<file path="src/rtl/adc_config_seq.sv">
// Purpose: walks the config ROM window [FIRST_ADDR..LAST_ADDR] once per ADC chip and
//          strobes LOAD/SHEN/SCKEN to the shifter, with a gap between chips.
// Latency: INIT sampled at edge n gives the first LOAD after edge n; no backpressure (ABORT only).
// Ports:   i_clk, i_rst_n (sync, active low), i_init, i_abort ->
//          o_adr, o_load, o_shen, o_scken, o_cs (one-hot), o_busy, o_done, o_aborted
module adc_config_seq #(
  parameter int ADDR_W     = 5,
  parameter int FIRST_ADDR = 0,
  parameter int LAST_ADDR  = 16,
  parameter int SHIFT_LEN  = 47,
  parameter int NCHIP      = 1,
  parameter int GAP_CYC    = 2
) (
  input  logic              i_clk,
  input  logic              i_rst_n,
  input  logic              i_init,
  input  logic              i_abort,
  output logic [ADDR_W-1:0] o_adr,
  output logic              o_load,
  output logic              o_shen,
  output logic              o_scken,
  output logic [NCHIP-1:0]  o_cs,
  output logic              o_busy,
  output logic              o_done,
  output logic              o_aborted
);

  localparam int CHIP_W  = (NCHIP > 1) ? $clog2(NCHIP) : 1;
  localparam int CNT_MAX = (SHIFT_LEN > GAP_CYC) ? SHIFT_LEN : GAP_CYC;
  localparam int CNT_W   = $clog2(CNT_MAX + 1);

  typedef enum logic [2:0] {
    S_IDLE, S_LOAD, S_SHIFT, S_GAP, S_END, S_DONE
  } state_t;

  state_t              r_state, w_nstate;
  logic [ADDR_W-1:0]   r_addr, w_naddr;
  logic [CHIP_W-1:0]   r_chip, w_nchip;
  logic [CNT_W-1:0]    r_cnt, w_ncnt;
  logic                r_aborted, w_naborted;
  logic [ADDR_W-1:0]   r_adr;
  logic                r_load, r_shen, r_scken, r_busy, r_done;
  logic [NCHIP-1:0]    r_cs;
  logic [NCHIP-1:0]    w_onehot;

  always_comb begin
    w_nstate   = r_state;
    w_naddr    = r_addr;
    w_nchip    = r_chip;
    w_ncnt     = r_cnt;
    w_naborted = r_aborted;
    case (r_state)
      S_IDLE: begin
        if (i_init) begin
          w_nstate   = S_LOAD;
          w_nchip    = '0;
          w_naddr    = ADDR_W'(FIRST_ADDR);
          w_naborted = 1'b0;
        end
      end
      S_LOAD: begin
        w_nstate = S_SHIFT;
        w_ncnt   = '0;
      end
      S_SHIFT: begin
        w_ncnt = r_cnt + CNT_W'(1);
        if (r_cnt == CNT_W'(SHIFT_LEN - 1)) begin
          // addr/chip never exceed their last values, so != is the same test as <
          if (r_addr != ADDR_W'(LAST_ADDR)) begin
            w_nstate = S_LOAD;
            w_naddr  = r_addr + ADDR_W'(1);
          end else if (r_chip != CHIP_W'(NCHIP - 1)) begin
            w_nstate = S_GAP;
            w_ncnt   = '0;
          end else begin
            w_nstate = S_END;
          end
        end
      end
      S_GAP: begin
        w_ncnt = r_cnt + CNT_W'(1);
        if (r_cnt == CNT_W'(GAP_CYC - 1)) begin
          w_nstate = S_LOAD;
          w_nchip  = r_chip + CHIP_W'(1);
          w_naddr  = ADDR_W'(FIRST_ADDR);
        end
      end
      S_END:  w_nstate = S_DONE;
      S_DONE: if (!i_init) w_nstate = S_IDLE;
      default: w_nstate = S_IDLE;
    endcase
    // ABORT beats every normal transition, including the last SHIFT cycle
    if (i_abort && (r_state == S_LOAD || r_state == S_SHIFT || r_state == S_GAP)) begin
      w_nstate   = S_END;
      w_naddr    = r_addr;
      w_nchip    = r_chip;
      w_naborted = 1'b1;
    end
  end

  assign w_onehot = NCHIP'(1) << w_nchip;

  // Outputs decode the next state so they line up with the state they describe
  always_ff @(posedge i_clk) begin
    if (!i_rst_n) begin
      r_state   <= S_IDLE;
      r_addr    <= ADDR_W'(FIRST_ADDR);
      r_chip    <= '0;
      r_cnt     <= '0;
      r_aborted <= 1'b0;
      r_adr     <= ADDR_W'(FIRST_ADDR);
      r_load    <= 1'b0;
      r_shen    <= 1'b0;
      r_scken   <= 1'b0;
      r_cs      <= '0;
      r_busy    <= 1'b0;
      r_done    <= 1'b0;
    end else begin
      r_state   <= w_nstate;
      r_addr    <= w_naddr;
      r_chip    <= w_nchip;
      r_cnt     <= w_ncnt;
      r_aborted <= w_naborted;
      r_adr     <= w_naddr;
      r_load    <= (w_nstate == S_LOAD);
      r_shen    <= (w_nstate == S_SHIFT);
      // END keeps the serial clock running for one flush cycle
      r_scken   <= (w_nstate == S_LOAD) || (w_nstate == S_SHIFT) || (w_nstate == S_END);
      r_cs      <= (w_nstate == S_LOAD || w_nstate == S_SHIFT) ? w_onehot : '0;
      r_busy    <= (w_nstate != S_IDLE) && (w_nstate != S_DONE);
      r_done    <= (w_nstate == S_DONE);
    end
  end

  assign o_adr     = r_adr;
  assign o_load    = r_load;
  assign o_shen    = r_shen;
  assign o_scken   = r_scken;
  assign o_cs      = r_cs;
  assign o_busy    = r_busy;
  assign o_done    = r_done;
  assign o_aborted = r_aborted;

endmodule

</file>
<file path="config.mk">
export PLATFORM = sky130hd
export DESIGN_NAME = adc_config_seq
export DESIGN_NICKNAME = d
export VERILOG_FILES = /design/src/rtl/adc_config_seq.sv
export SDC_FILE = /design/constraint.sdc
export NUM_CORES = 1
export LEC_CHECK = 0
export CAP_MARGIN = 30
export CORE_AREA = 10 10 56 58
export CTS_BUF_LIST = sky130_fd_sc_hd__clkbuf_16
export CTS_CLUSTER_DIAMETER = 150
export CTS_CLUSTER_SIZE = 10
export DETAILED_ROUTE_END_ITERATION = 12
export DIE_AREA = 0 0 66 68
export GPL_TIMING_DRIVEN = 1
export PLACE_DENSITY = 0.81
export SLEW_MARGIN = 20
export SYNTH_ARGS = -nofsm -noshare
export SYNTH_HDL_FRONTEND = slang
export SYNTH_SLANG_ARGS = --single-unit
</file>
<file path="constraint.sdc">
create_clock -name i_clk -period 5.7 [get_ports i_clk]
set_clock_uncertainty 0.05 [all_clocks]
set_input_delay 1.425 -clock i_clk [delete_from_list [all_inputs] [get_ports i_clk]]
set_output_delay 1.425 -clock i_clk [all_outputs]
set_load 0.02 [all_outputs]
</file>
Word-level counts from Yosys, hierarchy flattened:

Cells that the tools add are included.

* add/sub/neg operators: 3
* eq/ne operators: 17
* shift operators: 1
* muxes and demuxes: 24
* bitwise logic cells: 1
* reductions and logical operators: 15

Operators with widths (count)
* 3-bit two-way mux: 7
* 5-bit two-way mux: 4
* 6-bit two-way mux: 3
* 3-bit case mux with 6 select lines: 1
* 6-bit case mux with 3 select lines: 1
* 5-bit case mux with 3 select lines: 1
* 3-bit == test (second input constant): 4
* 3-bit by 2-bit == test with 1-bit output (second input constant): 3
* 3-bit nonzero test: 3
* 2-bit inequality test (second input constant): 4
* 6-bit by 1-bit adder with 6-bit output (second input constant): 1
* 3-bit by 1-bit == test with 1-bit output (second input constant): 2
* 6-bit by 1-bit == test with 1-bit output (second input constant): 1
* 6-bit == test (second input constant): 1
* 1-bit two-way mux: 6
* 6-bit AND reduction: 1
* 5-bit by 1-bit adder with 5-bit output (second input constant): 1
* 5-bit inequality test (second input constant): 1
* 1-bit logical OR: 4
* 2-bit AND reduction: 2
* 2-bit nonzero test: 2
* 3-bit zero test: 1
* 3-bit inequality test (second input constant): 1
* 1-bit logical AND: 2
* 4 further kinds: 4

* bits in registers: 22
* input bits: 4
* output and inout bits: 12
* word-level logic and storage cells: 72

Logic depth before layout (Yosys ltp):

Gate-level depths: netlist (run 1).

* word-level depth: 8
* mapped depth: 9
* depth with buffers taken out: 8

Worst setup path after synthesis (run 1):

OpenSTA, ideal clock, no wires.

* path kind: input -> register
* start point: input i_init
* end point: register r_adr[4], in the netlist o_adr[4]
* setup time: 0.119 ns
* arrival: 2.474 ns
* data required time: 5.531 ns
* slack: 3.057 ns
* stages on the path: 7
* buffers on the path: 1
* path through: nand2b_1 nand3_1 o221ai_1 nor4bb_1 buf_4 nand4_1 mux2i_1

* longest elaborated chain between the ends: 2

Ends and longest elaborated chain
* start: declaration: line 16 `input logic i_init,`
* 2-bit inequality test (no line)
* 6-bit AND reduction (no line)
* end signal: assignment: line 111 `r_adr <= ADDR_W'(FIRST_ADDR);`
* end signal: assignment: line 124 `r_adr <= w_naddr;`
* end: declaration: line 41 `logic [ADDR_W-1:0] r_adr;`

Every way passes these cells.
A chain may end at the register's enable or synchronous reset.

Worst setup path in the final report (run 1):

* start point: input i_init
* end point: register r_adr[1], in the netlist o_adr[1]

Same word-level chain as after synthesis.

==> reports/results.ini, run 1 <==
[pwr]
intPower_w=0.000301
power_leakage_nw=0.547
p_seq_share_pct=42.5
worst_ir_drop_vdd_mv=0.250
p_clk_share_pct=35.4
combPwrFrac_pct=22.1
power.density_mw_per_mm2=303
switchingPower_w=0.000112
power_w=0.000413
netSwitchingFraction_pct=27.1

[synth]
synth_top_area_cell=dfxtp_1
ys_top_cells_by_area=dfxtp_1 (40%), nand2_1 (5.8%), ha_1 (5.6%)
syn_area_per_cell_sq_um=8.58
synth_top_family_by_area=simple AND/OR/NAND/NOR gates
synth_xor_area_share_pct=3.95
synth_nets=138
synth-simple-area-share_pct=28.0
yosysSeqAreaShare_pct=39.8
synth_fa_ha_area_share_pct=5.65
synth_top_area_share_pct=39.8
syn_inst=129
synthFlopType=dfxtp_1
synthMuxAreaShare_pct=3.62
synth_cell_types=38
yosys-top-cells-count=dfxtp_1 (22), nand2_1 (17), nor2_1 (11), inv_1 (9), and2_1 (8)
synth_edf_count=0
ys_seq_elements=22
syn-cell-area_sq_mm=0.00111
synth-compound-area-share_pct=14.5
yosysMostFrequentCell=dfxtp_1
ys_warn_count=0
postSynth.asyncResetShare_pct=0

[setup_path]
arrival_ps=3570
cpLargestDelayFamily=simple AND/OR/NAND/NOR gates
worst-path-stages=8
criticalPathCategory=in -> reg
path_cells=clkdlybuf4s50_1, nand2b_1, nand3_1, o221ai_1, nor4bb_1, clkbuf_2, mux2i_1, nor2_1
endpoint_kind=flip-flop
r2r_cells=9
critPathMaxFanout=5
cp_slowest_cell=nor4bb_1
cp.required_ps=5790
crit_buf_inv=2
cpPeakStageDelay_ps=680
cp-start-kind=input port

[finish]
largest_reg_flops=6
nets=156
num_antenna_cells=0
area_growth_pct=22.8
nFillCells=175
drive_above_1_share_pct=6.85
final_area_sq_mm=0.00136
regMostFlops=r_cnt

[clocking]
insertion_delay_ps=250
cts_made_buffers=3
cts.clk_slew.worst_paths_ps=60
cts_htree_levels=1
clk_path_buf_depth=2
cts_tree=yes
hold_buffers=0
clk_root_buffer_cell=clkbuf_16
post_cts_resized=0
clock-sinks=22
post_cts_buffers=0

[global_routing]
antenna_found_initial=0
grt_pass1_wl_um=4100
grt_use_total_pct=11.2
grt_pass1_vias=969
grt_max_degree=15
grt_overflow=0

[timing]
slew_headroom_pct=52.4
finalCritPeriodShare_pct=61.1
rsz0062_at_grt=false
tns_ps=0
min_period_ps=3480
setup_violations=0
fmax_mhz=287
finalMaxSlewViolations=0
hold_viol=0
tightest_slew_ps=704

[routing]
wl_met2_um=1190
ant_nets=0
wire_per_inst_um=13.4
drtPass1Iterations=4
vias=948
top_layer_used=met4
wl_met3_um=123
vias_per_cell=5.45
drc=0
drt_wl_total_um=2330
met1_length_um=999
dr.first_iter.drc_count=40

[floorplanning]
die_y_um=68
die_width_um=66
rows=17
core_area_sq_mm=0.00211
die_area_sq_mm=0.00449
initial_core_util_pct=52.6
io_pins=16

[placement]
hpwl_um=1750
place_area_sq_mm=0.00128
gp_congestion=0.938
io_buffer_count=15

[worst_hold_path]
hold_path.class=reg -> reg
holdPathStages=2

[outcome]
status=finished, final reports clean

[run]
cap_violations=0

==> layout make-up <==
type | count | area (sq um) | area share, %
inverter | 9 | 33.8 | 2.48
timing repair buffer | 16 | 155 | 11.4
tap | 28 | 35.0 | 2.58
clock inverter | 1 | 3.75 | 0.276
sequential | 22 | 440 | 32.4
clock buffer | 3 | 75.1 | 5.52
multi-input combinational | 95 | 617 | 45.4
==> tightest hold or removal path, stage by stage, from the launching register on <==
cell and delay (ps):
dfxtp_1 330, nand2_1 60, mux2i_1 60
==> final timing paths <==
path / from / to / slack (ps)
min reg2reg: o_adr[4]$_SDFFE_PN0P_ / o_adr[4]$_SDFFE_PN0P_ / 450
max reg2reg: o_adr[0]$_SDFFE_PN0P_ / o_adr[1]$_SDFFE_PN0P_ / 3200
min: o_adr[4]$_SDFFE_PN0P_ / o_adr[4]$_SDFFE_PN0P_ / 450
max: i_init / o_adr[1]$_SDFFE_PN0P_ / 2220
==> through the flow <==
step | instances | utilization (%) | hold slack (ps) | setup slack, ps
floorplan | 129 | - | 445 | 3060
global placement | 169 | 60.6 | 426 | 1940
detailed placement | 169 | 60.6 | 439 | 1820
CTS | 173 | 64.3 | 450 | 2070
global route | 174 | 64.6 | 484 | 2080
finish | 174 | 64.6 | 448 | 2220
==> layer usage <==
metal  track usage, %  up-vias
met5                0        -
met4             5.24        0
li1                 -      475
met2             21.1       30
met1             11.6      440
met3             2.45        3
==> power by group through the flow <==
stage,clock network [W],registers (W),logic (W)
after floorplan,0,0.000187,0.0000509
after global placement,0,0.000178,0.0000871
after detailed placement,0,0.000179,0.0000893
after CTS,0.000147,0.000175,0.0000904
after global routing,0.000153,0.000177,0.000101
final,0.000146,0.000175,0.0000912
==> cell usage in the layout (no fill, tap or decap), drive strengths merged, types with 2 or more instances in the layout <==
cell | Yosys | layout
and2 | 9 | 9
clkdlybuf4s50 | 0 | 15
nand4 | 4 | 4
nand3 | 3 | 3
mux2i | 4 | 4
xor2 | 4 | 4
nand2b | 5 | 5
nor4bb | 2 | 2
inv | 9 | 9
a21oi | 5 | 5
nand2 | 17 | 17
clkbuf | 1 | 4
ha | 5 | 5
o21ai | 6 | 6
nor2 | 11 | 11
dfxtp | 22 | 22
==> cells by family (layout without fill, tap and decap cells) <==
kind of cell / after synthesis / count (layout)
AND/OR/NAND/NOR: 58 / 58
XOR/XNOR: 5 / 5
multiplexers: 4 / 4
buffers and inverters: 12 / 29
AO/OA/AOI/OAI: 23 / 23
adder cells (fa/ha/maj): 5 / 5
flip-flops: 22 / 22
Note: power is estimated with default switching activity, not from simulation.
==> run 2, diff against run 1 <==
Settings changed: CORE_AREA 10 10 56 58 to 10 10 60 62, DIE_AREA 0 0 66 68 to 0 0 70 72, PLACE_DENSITY 0.81 to 0.73.
Clock period 5.7 ns to 2.9 ns, I/O delays scaled along.
==> reports/results.ini, run 2 (same netlist as run 1, synthesis figures left out) <==
[routing]
drc=0  ; unchanged
ant_nets=0  ; unchanged
dr.first_iter.drc_count=52  ; +30%
drt_wl_total_um=2230  ; -4.5%
vias=937  ; -1.2%
vias_per_cell=5.29  ; -2.8%
wire_per_inst_um=12.6  ; -6.1%
drtPass1Iterations=4  ; unchanged

[clocking]
clk_root_buffer_cell=clkbuf_16
hold_buffers=0  ; unchanged
cts.clk_slew.worst_paths_ps=50  ; about the same
cts_htree_levels=1  ; unchanged
cts_tree=yes
post_cts_buffers=0  ; unchanged
cts_made_buffers=3  ; unchanged
post_cts_resized=0  ; unchanged
insertion_delay_ps=250  ; about the same
clk_path_buf_depth=2  ; unchanged
clock-sinks=22  ; unchanged

[floorplanning]
die_y_um=72  ; +5.9%
die_area_sq_mm=0.00504  ; +12%
die_width_um=70  ; +6.1%
core_area_sq_mm=0.00243  ; +16%
initial_core_util_pct=45.5  ; -7.1 points
io_pins=16  ; unchanged
rows=18  ; +1

[finish]
largest_reg_flops=6  ; unchanged
num_antenna_cells=0  ; unchanged
final_common_cell=dfxtp_1
regMostFlops=r_cnt
nets=157  ; +0.64%
final_cell_mix=dfxtp_1 (22), nand2_1 (17), clkdlybuf4s50_1 (15)
drive_above_1_share_pct=7.48  ; +0.63 points
area_growth_pct=24.0

[placement]
hpwl_um=1680  ; -4.0%
io_buffer_count=15  ; unchanged
gp_congestion=0.870  ; -7.2%

[pwr]
intPower_w=0.000594  ; +98%
worst_ir_drop_vdd_mv=0.400  ; +60%
p_seq_share_pct=42.4  ; about the same
switchingPower_w=0.000221  ; +97%
netSwitchingFraction_pct=27.1  ; -0.052 points
power_leakage_nw=0.553  ; +1.0%
power.density_mw_per_mm2=594  ; +96%
combPwrFrac_pct=22.1  ; about the same
p_clk_share_pct=35.4  ; about the same

[timing]
finalCritPeriodShare_pct=82.1
holdWs_ps=442  ; -5.47 ps
fmax_mhz=420
rsz0062_at_grt=false
finalMaxSlewViolations=0  ; unchanged
tightest_slew_ps=652  ; -52.4 ps
tns_ps=0  ; unchanged
hold_viol=0  ; unchanged
setup_violations=0  ; unchanged
slew_headroom_pct=56.0  ; +3.6 points
min_period_ps=2380

[global_routing]
grt_pass1_vias=894  ; -7.7%
antenna_found_initial=0  ; unchanged
grt_max_degree=14  ; -1
grt_overflow=0  ; unchanged
grt_pass1_wl_um=3810  ; -7.1%
grt_use_total_pct=8.85  ; -2.4 points

[run]
cap_violations=0  ; unchanged

[setup_path]
cp.required_ps=2990  ; -2800 ps
critPathMaxFanout=7  ; +2
path_cells=clkdlybuf4s50_1, nand2b_1, nand3_1, o221ai_1, nor4bb_1, buf_4, nand4_1, mux2i_1
endpoint_kind=flip-flop
cp_slowest_cell=clkdlybuf4s50_1
arrival_ps=2480  ; -1090 ps
cp-start-kind=input port
criticalPathCategory=in -> reg
cpPeakStageDelay_ps=480  ; -200 ps

[worst_hold_path]
hold_path.class=reg -> reg

[outcome]
status=finished, final reports clean

run 2: area by class of cell:
| cell class | count | area (sq um) |
|---|---|---|
| multi-input cells | 95 | 617 |
| fillers | 220 | 1060 |
| inverters | 9 | 33.8 |
| clock inverters | 1 | 3.75 |
| flip-flops and latches | 22 | 440 |
| well taps | 30 | 37.5 |
| repair buffers | 17 | 165 |
| clock buffers | 3 | 75.1 |
run 2: path summary, 6_finish.rpt:
kind	startpoint	depth (start not counted)	to	slack [ps]
max	i_init	8	o_adr[4]$_SDFFE_PN0P_	520
min	o_adr[4]$_SDFFE_PN0P_	2	o_adr[4]$_SDFFE_PN0P_	440
min reg2reg	o_adr[4]$_SDFFE_PN0P_	2	o_adr[4]$_SDFFE_PN0P_	440
max reg2reg	o_adr[0]$_SDFFE_PN0P_	9	o_scken$_SDFF_PN0_	650
run 2: critical path: cells and delay by family:
kind,cells,cell delay [ps]
AOI/OAI and AO/OA,1,190
buffers and inverters,2,680
muxes,1,140
and+or+nand+nor,4,740
run 2: per-stage QoR:
step           utilization, %  setup slack, ps  total power (W)  area [sq um]  instances
6_report                 56.4              518         0.000815          1370        177
5_1_grt                  56.4              335         0.000855          1370        177
4_1_cts                  56.4              529         0.000827          1370        177
3_5_place_dp             53.2              283         0.000533          1290        173
3_3_place_gp             53.2              303         0.000528          1290        173
2_1_floorplan               -              847         0.000468          1110        129
run 2: metal layers:
layer / wire length (um) / track usage (%) / vias up / share of wire, %
met2: 1060 / 15.3 / 24 / 47
met5: 0 / 0 / - / 0
met1: 999 / 9.55 / 432 / 45
li1: - / - / 477 / -
met4: 25 / 3.95 / 0 / 1.1
met3: 148 / 3.13 / 4 / 6.6
run 2: power by group through the flow:
stage                     logic [W]  clock network (W)  registers, W
after floorplan            0.000100                  0      0.000368
after global placement     0.000177                  0      0.000351
after detailed placement   0.000181                  0      0.000353
after CTS                  0.000182           0.000299      0.000346
after global routing       0.000201           0.000304      0.000350
final                      0.000180           0.000289      0.000346
==> run 3, diff against run 2 <==
Clock period 2.9 ns to 2.1 ns, I/O delays scaled along.
==> reports/results.ini, run 3 (same netlist as run 1, synthesis figures left out) <==
[timing]
setup_violations=0  ; unchanged
slew_headroom_pct=68.7  ; +13 points
fmax_mhz=504
finalMaxSlewViolations=0  ; unchanged
min_period_ps=1980
finalCritPeriodShare_pct=94.4
tightest_slew_ps=469  ; -183 ps
hold_viol=0  ; unchanged
holdWs_ps=465  ; +22.8 ps

[finish]
final_cell_mix=dfxtp_1 (21), nand2_1 (16), clkdlybuf4s50_1 (14)
area_growth_pct=39.8
regMostFlops=r_cnt
largest_reg_flops=6  ; unchanged
nFillCells=203  ; -7.7%
num_antenna_cells=0  ; unchanged
drive_above_1_share_pct=19.0  ; +12 points
nets=168  ; +7.0%
final_area_sq_mm=0.00155  ; +13%
register_area_sq_um=442  ; +0.28%
final_common_cell=dfxtp_1
final_cells=188  ; +6.2%
multi_input_area_sq_um=679  ; +10%

[floorplanning]
die_area_sq_mm=0.00504  ; unchanged
io_pins=16  ; unchanged
die_width_um=70  ; unchanged
initial_core_util_pct=45.5  ; unchanged
rows=18  ; unchanged
core_area_sq_mm=0.00243  ; unchanged
die_y_um=72  ; unchanged

[clocking]
clk_root_buffer_cell=clkbuf_16
post_cts_buffers=0  ; unchanged
cts_htree_levels=1  ; unchanged
clock-sinks=22  ; unchanged
clk_path_buf_depth=2  ; unchanged
cts_made_buffers=3  ; unchanged
insertion_delay_ps=260  ; about the same
cts_tree=yes
hold_buffers=0  ; unchanged
cts.clk_slew.worst_paths_ps=60  ; about the same

[pwr]
power_leakage_nw=0.639  ; +16%
worst_ir_drop_vdd_mv=0.631  ; +58%
p_clk_share_pct=40.1  ; +4.7 points
power.density_mw_per_mm2=866  ; +46%
combPwrFrac_pct=24.5  ; +2.4 points
p_seq_share_pct=35.4  ; -7.0 points
switchingPower_w=0.000344  ; +56%
power_w=0.00134  ; +65%
netSwitchingFraction_pct=25.6  ; -1.4 points
intPower_w=0.000997  ; +68%

[global_routing]
grt_overflow=0  ; unchanged
grt_pass1_wl_um=4440  ; +16%
grt_max_degree=14  ; unchanged
grt_pass1_vias=987  ; +10%
grt_use_total_pct=10.7  ; +1.9 points
antenna_found_initial=0  ; unchanged

[setup_path]
critPathMaxFanout=7  ; unchanged
cp-start-kind=flip-flop
r2r_slack_ps=120  ; -530 ps
criticalPathCategory=reg -> reg
arrival_ps=2080  ; -400 ps
endpoint_kind=flip-flop
cp.required_ps=2200  ; -790 ps

[worst_hold_path]
hold_path.class=reg -> reg

[routing]
drc=0  ; unchanged
vias=1002  ; +6.9%
drtPass1Iterations=4  ; unchanged
ant_nets=0  ; unchanged
dr.first_iter.drc_count=41  ; -21%
wire_per_inst_um=14.2  ; +13%
drt_wl_total_um=2670  ; +20%
vias_per_cell=5.33  ; +0.68%

[placement]
gp_congestion=0.856  ; -1.6%
hpwl_um=1840  ; +9.6%
io_buffer_count=15  ; unchanged
place_area_sq_mm=0.00138  ; +6.4%
placedCellCount=184  ; +6.4%

[outcome]
status=finished, final reports clean

[run]
cap_violations=0  ; unchanged

[run 3: layout make-up]
type                            count  area share, %
Clock buffer                        3           4.85
Clock inverter                      1           1.94
Inverter                            9           2.18
Multi-Input combinational cell     95           43.9
Sequential cell                    22           28.5
Tap cell                           30           2.43
Timing Repair Buffer               28           16.2
[run 3: worst max-delay path, cell delays in order, from the launching register on]
cell      delay, ps
dfxtp_1         330
or4_4           570
o21bai_2        150
and2b_1         130
nor4bb_4        210
buf_6           170
nand4_1         120
mux2i_1         150
[run 3: worst paths after layout]
path / from / endpoint / cells past startpoint
hold / removal: o_adr[4]$_SDFFE_PN0P_ / o_adr[4]$_SDFFE_PN0P_ / 2
setup reg to reg: r_cnt[5]$_SDFFE_PN0N_ / o_adr[4]$_SDFFE_PN0P_ / 7
setup / recovery: r_cnt[5]$_SDFFE_PN0N_ / o_adr[4]$_SDFFE_PN0P_ / 7
hold reg to reg: o_adr[4]$_SDFFE_PN0P_ / o_adr[4]$_SDFFE_PN0P_ / 2
[run 3: layer usage]
metal  global-route usage, %  routed length [um]  vias to the layer above  share of wire, %
li1                        -                   -                      506                 -
met1                    11.3                1130                      467                42
met2                    17.2                1290                       22                48
met3                    4.08                 168                        7               6.3
met4                    7.89                  76                        0               2.9
met5                       0                   0                        -                 0
[run 3: through the flow]
stage | utilization [%] | setup TNS (ps) | worst slack [ps]
2_1_floorplan | - | 0 | 46.9
4_1_cts | 61.1 | 0 | 37.6
5_1_grt | 63.6 | -2.39 | -2.39
3_3_place_gp | 56.6 | -1110 | -193
3_5_place_dp | 56.6 | -1740 | -283
6_report | 63.6 | 0 | 117
[run 3: power groups by stage]
stage          clock network (W)  registers [W]  logic [W]
2_1_floorplan                  0       0.000508   0.000138
3_3_place_gp                   0       0.000480   0.000289
3_5_place_dp                   0       0.000481   0.000293
4_1_cts                 0.000545       0.000473   0.000298
5_1_grt                 0.000564       0.000479   0.000359
6_report                0.000538       0.000475   0.000328
[run 3: repair_timing]
action	4_1_cts	5_1_grt
pin swaps	1	2
resized for setup	3	10
endpoints found under the setup margin	5	8
==> edit 1: new RTL, config.mk and constraints of run 3 <==
Change the parameter `FIRST_ADDR` from 0 to 1.
--- a/src/rtl/adc_config_seq.sv
+++ b/src/rtl/adc_config_seq.sv
@@ -5,7 +5,7 @@
 //          o_adr, o_load, o_shen, o_scken, o_cs (one-hot), o_busy, o_done, o_aborted
 module adc_config_seq #(
   parameter int ADDR_W     = 5,
-  parameter int FIRST_ADDR = 0,
+  parameter int FIRST_ADDR = 1,
   parameter int LAST_ADDR  = 16,
   parameter int SHIFT_LEN  = 47,
   parameter int NCHIP      = 1,
Function: changed (a bounded check fails within 4 cycles, from zero or initial values and one cycle with i_rst_n low).
==> edit 1 against run 3 <==
Die area unchanged; cell area increased by 0.32%; wire length increased by 1.3%; area after synthesis decreased by 0.23%; worst setup slack got worse by 40 ps; total power increased by 2.0%; sequential cell count unchanged; largest cell class unchanged; highest routed layer unchanged; final cell count decreased by 0.53%.
==> edit 1: results (changes against run 3) <==
DR WL/cell = 14.4 um (+1.9%)
Worst VDD drop = 0.548 mV (-13%)
Netlist cell types = 43 (+13%)
number of global-route vias before repair = 1,039 (+5.3%)
worst slack, placed = -341 ps (-57.8 ps)
synth top area cells = dfxtp_1 40%, ha_1 5.7%, nand2_1 5.1%
Synth Area in Adders = 5.66% (+0.013 points)
Compound-Gate Fraction of Synth Area = 13.9% (-0.53 points)
top post-synthesis cells by count = 22 x dfxtp_1, 15 x nand2_1, 11 x nor2_1
Synth Area in XOR/XNOR = 3.96% (+0.0090 points)
share of layout cells above drive strength 1 = 21.0% (+2.0 points)
CP delay by family, top = buffers and inverters
R2R depth = 8 (+1)
Worst Path Arrival = 2110 ps (+30 ps)
Slowest-stage cell, CP = clkdlybuf4s50_1
gr usage total = 10.2% (-0.51 points)
DRT iter0 DRCs = 61 (+49%)
GP Congestion = 0.862 (+0.68%)
Post-DP HPWL = 1980 um (+7.2%)
outcome = finished, final reports clean
post-synth net total = 132 (-4.3%)
dpl cells = 183 (-0.54%)
Vias/cell = 5.34 (+0.13%)
Rel. slew slack = 69.1% (+0.44 points)
final non-filler cell total = 187 (-0.53%)
## edit 1: per-layer routing
| layer | wire, um | share of wire (%) | global-route usage (%) |
|---|---|---|---|
| met5 | 0 | 0 | 0 |
| met4 | 8 | 0.30 | 4.39 |
| met3 | 156 | 5.8 | 3.67 |
| met2 | 1410 | 52 | 18.4 |
| met1 | 1130 | 42 | 10.4 |
## edit 1: final timing paths
path,start,slack [ps],endpoint
worst max-delay path,i_abort,80,o_adr[4]
worst min-delay path,o_adr[4],460,o_adr[4]
worst max register to register,r_cnt[0],130,o_cs
worst min register to register,o_adr[4],460,o_adr[4]
## edit 1: power by group through the flow
| stage | sequential [mW] | clock (mW) | combinational (mW) |
|---|---|---|---|
| detailed placement | 0.481 | 0 | 0.353 |
| global placement | 0.480 | 0 | 0.345 |
| global route | 0.475 | 0.550 | 0.401 |
| CTS | 0.472 | 0.533 | 0.362 |
| finish | 0.473 | 0.527 | 0.368 |
| floorplan | 0.519 | 0 | 0.163 |
## edit 1: tightest hold or removal path, stage by stage, from the launching register on
cell and delay (ps):
dfxtp_1 340, nand2_1 70, mux2i_1 60
## edit 1: through the flow
stage          hold WS (ps)  instance area [sq um]
2_1_floorplan           445                   1100
3_3_place_gp            421                   1410
3_5_place_dp            444                   1410
4_1_cts                 454                   1530
5_1_grt                 509                   1550
6_report                457                   1550
## edit 1: cell type report
type                            instances  area (sq um)  area share (%)
Multi-Input combinational cell         91           663            42.7
Tap cell                               30          37.5            2.42
Sequential cell                        22           440            28.4
Clock inverter                          1          30.0            1.93
Timing Repair Buffer                   32           277            17.8
Clock buffer                            3          75.1            4.83
Inverter                                8          30.0            1.93
## edit 1: kinds of logic after synthesis
family	Yosys count
flops	22
xor+xnor	5
fa+ha+maj	5
mux	5
compound gates	21
buf+inv	10
simple gates	55
## edit 1: repair_timing
action                                  in CTS  in global routing
hold buffers                                 0                  0
gates resized for setup                      4                  4
pin swaps                                    0                  1
buffers inserted                             0                  0
endpoints found under the setup margin       8                  8
==> edit 2: new RTL, settings of run 3 <==
Without the edit above. Register the output `o_shen` once more, with the module's reset; this adds one clock of latency there. The other outputs are not delayed to match.
--- a/src/rtl/adc_config_seq.sv
+++ b/src/rtl/adc_config_seq.sv
@@ -134,7 +134,13 @@
 
   assign o_adr     = r_adr;
   assign o_load    = r_load;
-  assign o_shen    = r_shen;
+  always_ff @(posedge i_clk) begin
+    if (!i_rst_n) begin
+      o_shen <= '0;
+    end else begin
+      o_shen <= r_shen;
+    end
+  end
   assign o_scken   = r_scken;
   assign o_cs      = r_cs;
   assign o_busy    = r_busy;
Check against the original RTL: not equivalent (Yosys sat finds a counterexample within 4 cycles, from zero or initial values and one cycle with i_rst_n low).
==> edit 2 against run 3 <==
The flow now finishes with violations (negative setup slack); count of clock-buffer cells in the layout did not move; worst setup slack worse by 200 ps; area after synthesis increased by 12%; sequential cell count increased by 1; via count up 20%; cell area is 23% higher; wire length increased by 44%; non-clock buffer count grew 10; sequential share of layout area decreased by 4.0 points; largest cell class unchanged.
Power is not compared: it rests on default switching activity, and its combinational part moved more than twofold at a synthesized area within 25%.
==> edit 2: results (changes against run 3) <==
initial antenna violation count = 0 (unchanged)
GP Congestion = 0.865 (+1.0%)
post-synth net total = 148 (+7.2%)
Slowest-stage cell, CP = a211oi_4
Worst VDD drop = 1.09 mV
sequential cell area fraction in the yosys report = 37.1% (-2.6 points)
CTS clk-pin slew, worst paths = 60 ps (about the same)
DRT Pass-1 Iters = 4 (unchanged)
Final Max Tran Viols = 0 (unchanged)
ANT cells = 0 (unchanged)
Synth Area in XOR/XNOR = 3.53% (-0.42 points)
gr usage total = 12.8% (+2.0 points)
count leader, synth = dfxtp_1
leakage = 0.716 nW
crit-path max FO = 3 (-4)
synth top area cells = dfxtp_1 37%, ha_1 5.0%, nand2_1 3.6%
share of layout cells above drive strength 1 = 35.4% (+16 points)
Least-Margin Pin Slew = 556 ps (+86.7 ps)
Num CTS Buffers = 3 (unchanged)
Yosys warning total = 0 (unchanged)
number of global-route vias before repair = 1,159 (+17%)
R2R Setup Slk = -80 ps (-200 ps)
Worst Path Arrival = 2320 ps (+240 ps)
Compound-Gate Fraction of Synth Area = 20.3% (+5.8 points)
max reg flops = 6 (unchanged)
pin count of the biggest net entering global routing = 14 (unchanged)
Bufs on Longest Clock Path = 2 (unchanged)
top post-synthesis cells by count = 23 x dfxtp_1, 12 x nand2_1, 11 x nor2_1
H-tree depth = 1 (unchanged)
Tightest Hold Check Type = reg -> reg
nets = 188 (+12%)
DRT iter0 DRCs = 92 (+120%)
Root Buffer = clkbuf_16
Hold Path Depth = 1 (-1)
first-pass GRT wire length = 5380 um (+21%)
Netlist cell types = 44 (+16%)
failing checks = negative setup slack
Synth Area in Adders = 5.05% (-0.60 points)
FF-to-FF Start = o_adr[0]
Async SR Flop Fraction = 0% (unchanged)
Largest Register = r_cnt
later-pin clock latency in the skew report = 260 ps (about the same)
setup ws final = -80.1 ps (-197 ps)
Crit path largest cell delay = 360 ps (-210 ps)
crit path to = o_adr[4]
post-synthesis mux area share = 3.23% (-0.39 points)
CP delay by family, top = simple AND/OR/NAND/NOR gates
R2R depth = 8 (+1)
Vias/cell = 5.80 (+8.9%)
DRT Wirelength = 3840 um (+44%)
Post-DP HPWL = 2340 um (+27%)
Critical path origin = o_adr[0]
port bufs = 15 (unchanged)
final setup fails = 2 (+2)
outcome = finished with violations
[edit 2: worst min-delay path by stage]
stage / from / endpoint / slack, ps
2_1_floorplan: r_shen / o_shen / 360
6_report: r_shen / o_shen / 410
4_1_cts: r_shen / o_shen / 410
3_5_place_dp: r_shen / o_shen / 390
3_3_place_gp: r_shen / o_shen / 370
5_1_grt: r_shen / o_shen / 410
[edit 2: per-layer routing]
layer	vias to the layer above	GRT usage (%)	routed length [um]
li1	586	-	-
met1	577	15.0	1570
met2	33	21.8	1930
met3	11	3.27	215
met4	0	5.04	125
met5	-	0	0
[edit 2: worst register-to-register path, stage by stage (launching register included)]
cell,delay [ps]
dfxtp_2,340
inv_2,50
ha_4,140
and4bb_2,270
a211oi_4,370
o2111ai_4,190
buf_12,180
nor4_4,320
mux2i_1,210
[edit 2: kinds of logic after synthesis]
logic type | Yosys count
adders and majority gates | 5
buffers and inverters | 11
AOI/OAI and AO/OA | 31
DFF | 23
xor gates and xnor gates | 5
muxes | 4
and+or+nand+nor | 60
[edit 2: timing repair]
action                     CTS  global route
setup endpoints to repair    0             9
resized for setup            0            47
buffers inserted             0             5
[edit 2: power breakdown]
part / switching, mW / internal [mW] / total, mW / leakage (nW)
clock: 0.162 / 0.256 / 0.418 / 0.0409
combinational: 0.605 / 0.570 / 1.18 / 0.485
sequential: 0.0668 / 0.515 / 0.581 / 0.189
total: 0.834 / 1.34 / 2.18 / 0.716
[edit 2: layout make-up]
class	count	area, sq um
inverter	8	30.0
tap	30	37.5
timing repair buffer	38	345
clock inverter	1	5.00
clock buffer	3	75.1
fill	158	526
sequential	23	468
multi-input combinational	105	946
[edit 2: per-stage QoR]
| step | TNS, ps | area [sq um] | cells | setup slack (ps) | power (mW) |
|---|---|---|---|---|---|
| 2_1_floorplan | 0 | 1240 | 139 | 28.9 | 1.02 |
| 5_1_grt | -536 | 1910 | 208 | -147 | 2.29 |
| 3_5_place_dp | -2120 | 1560 | 199 | -230 | 1.36 |
| 6_report | -92.3 | 1910 | 208 | -80.1 | 2.18 |
| 4_1_cts | 0 | 1640 | 203 | 23.5 | 1.77 |
| 3_3_place_gp | -1860 | 1560 | 199 | -212 | 1.34 |
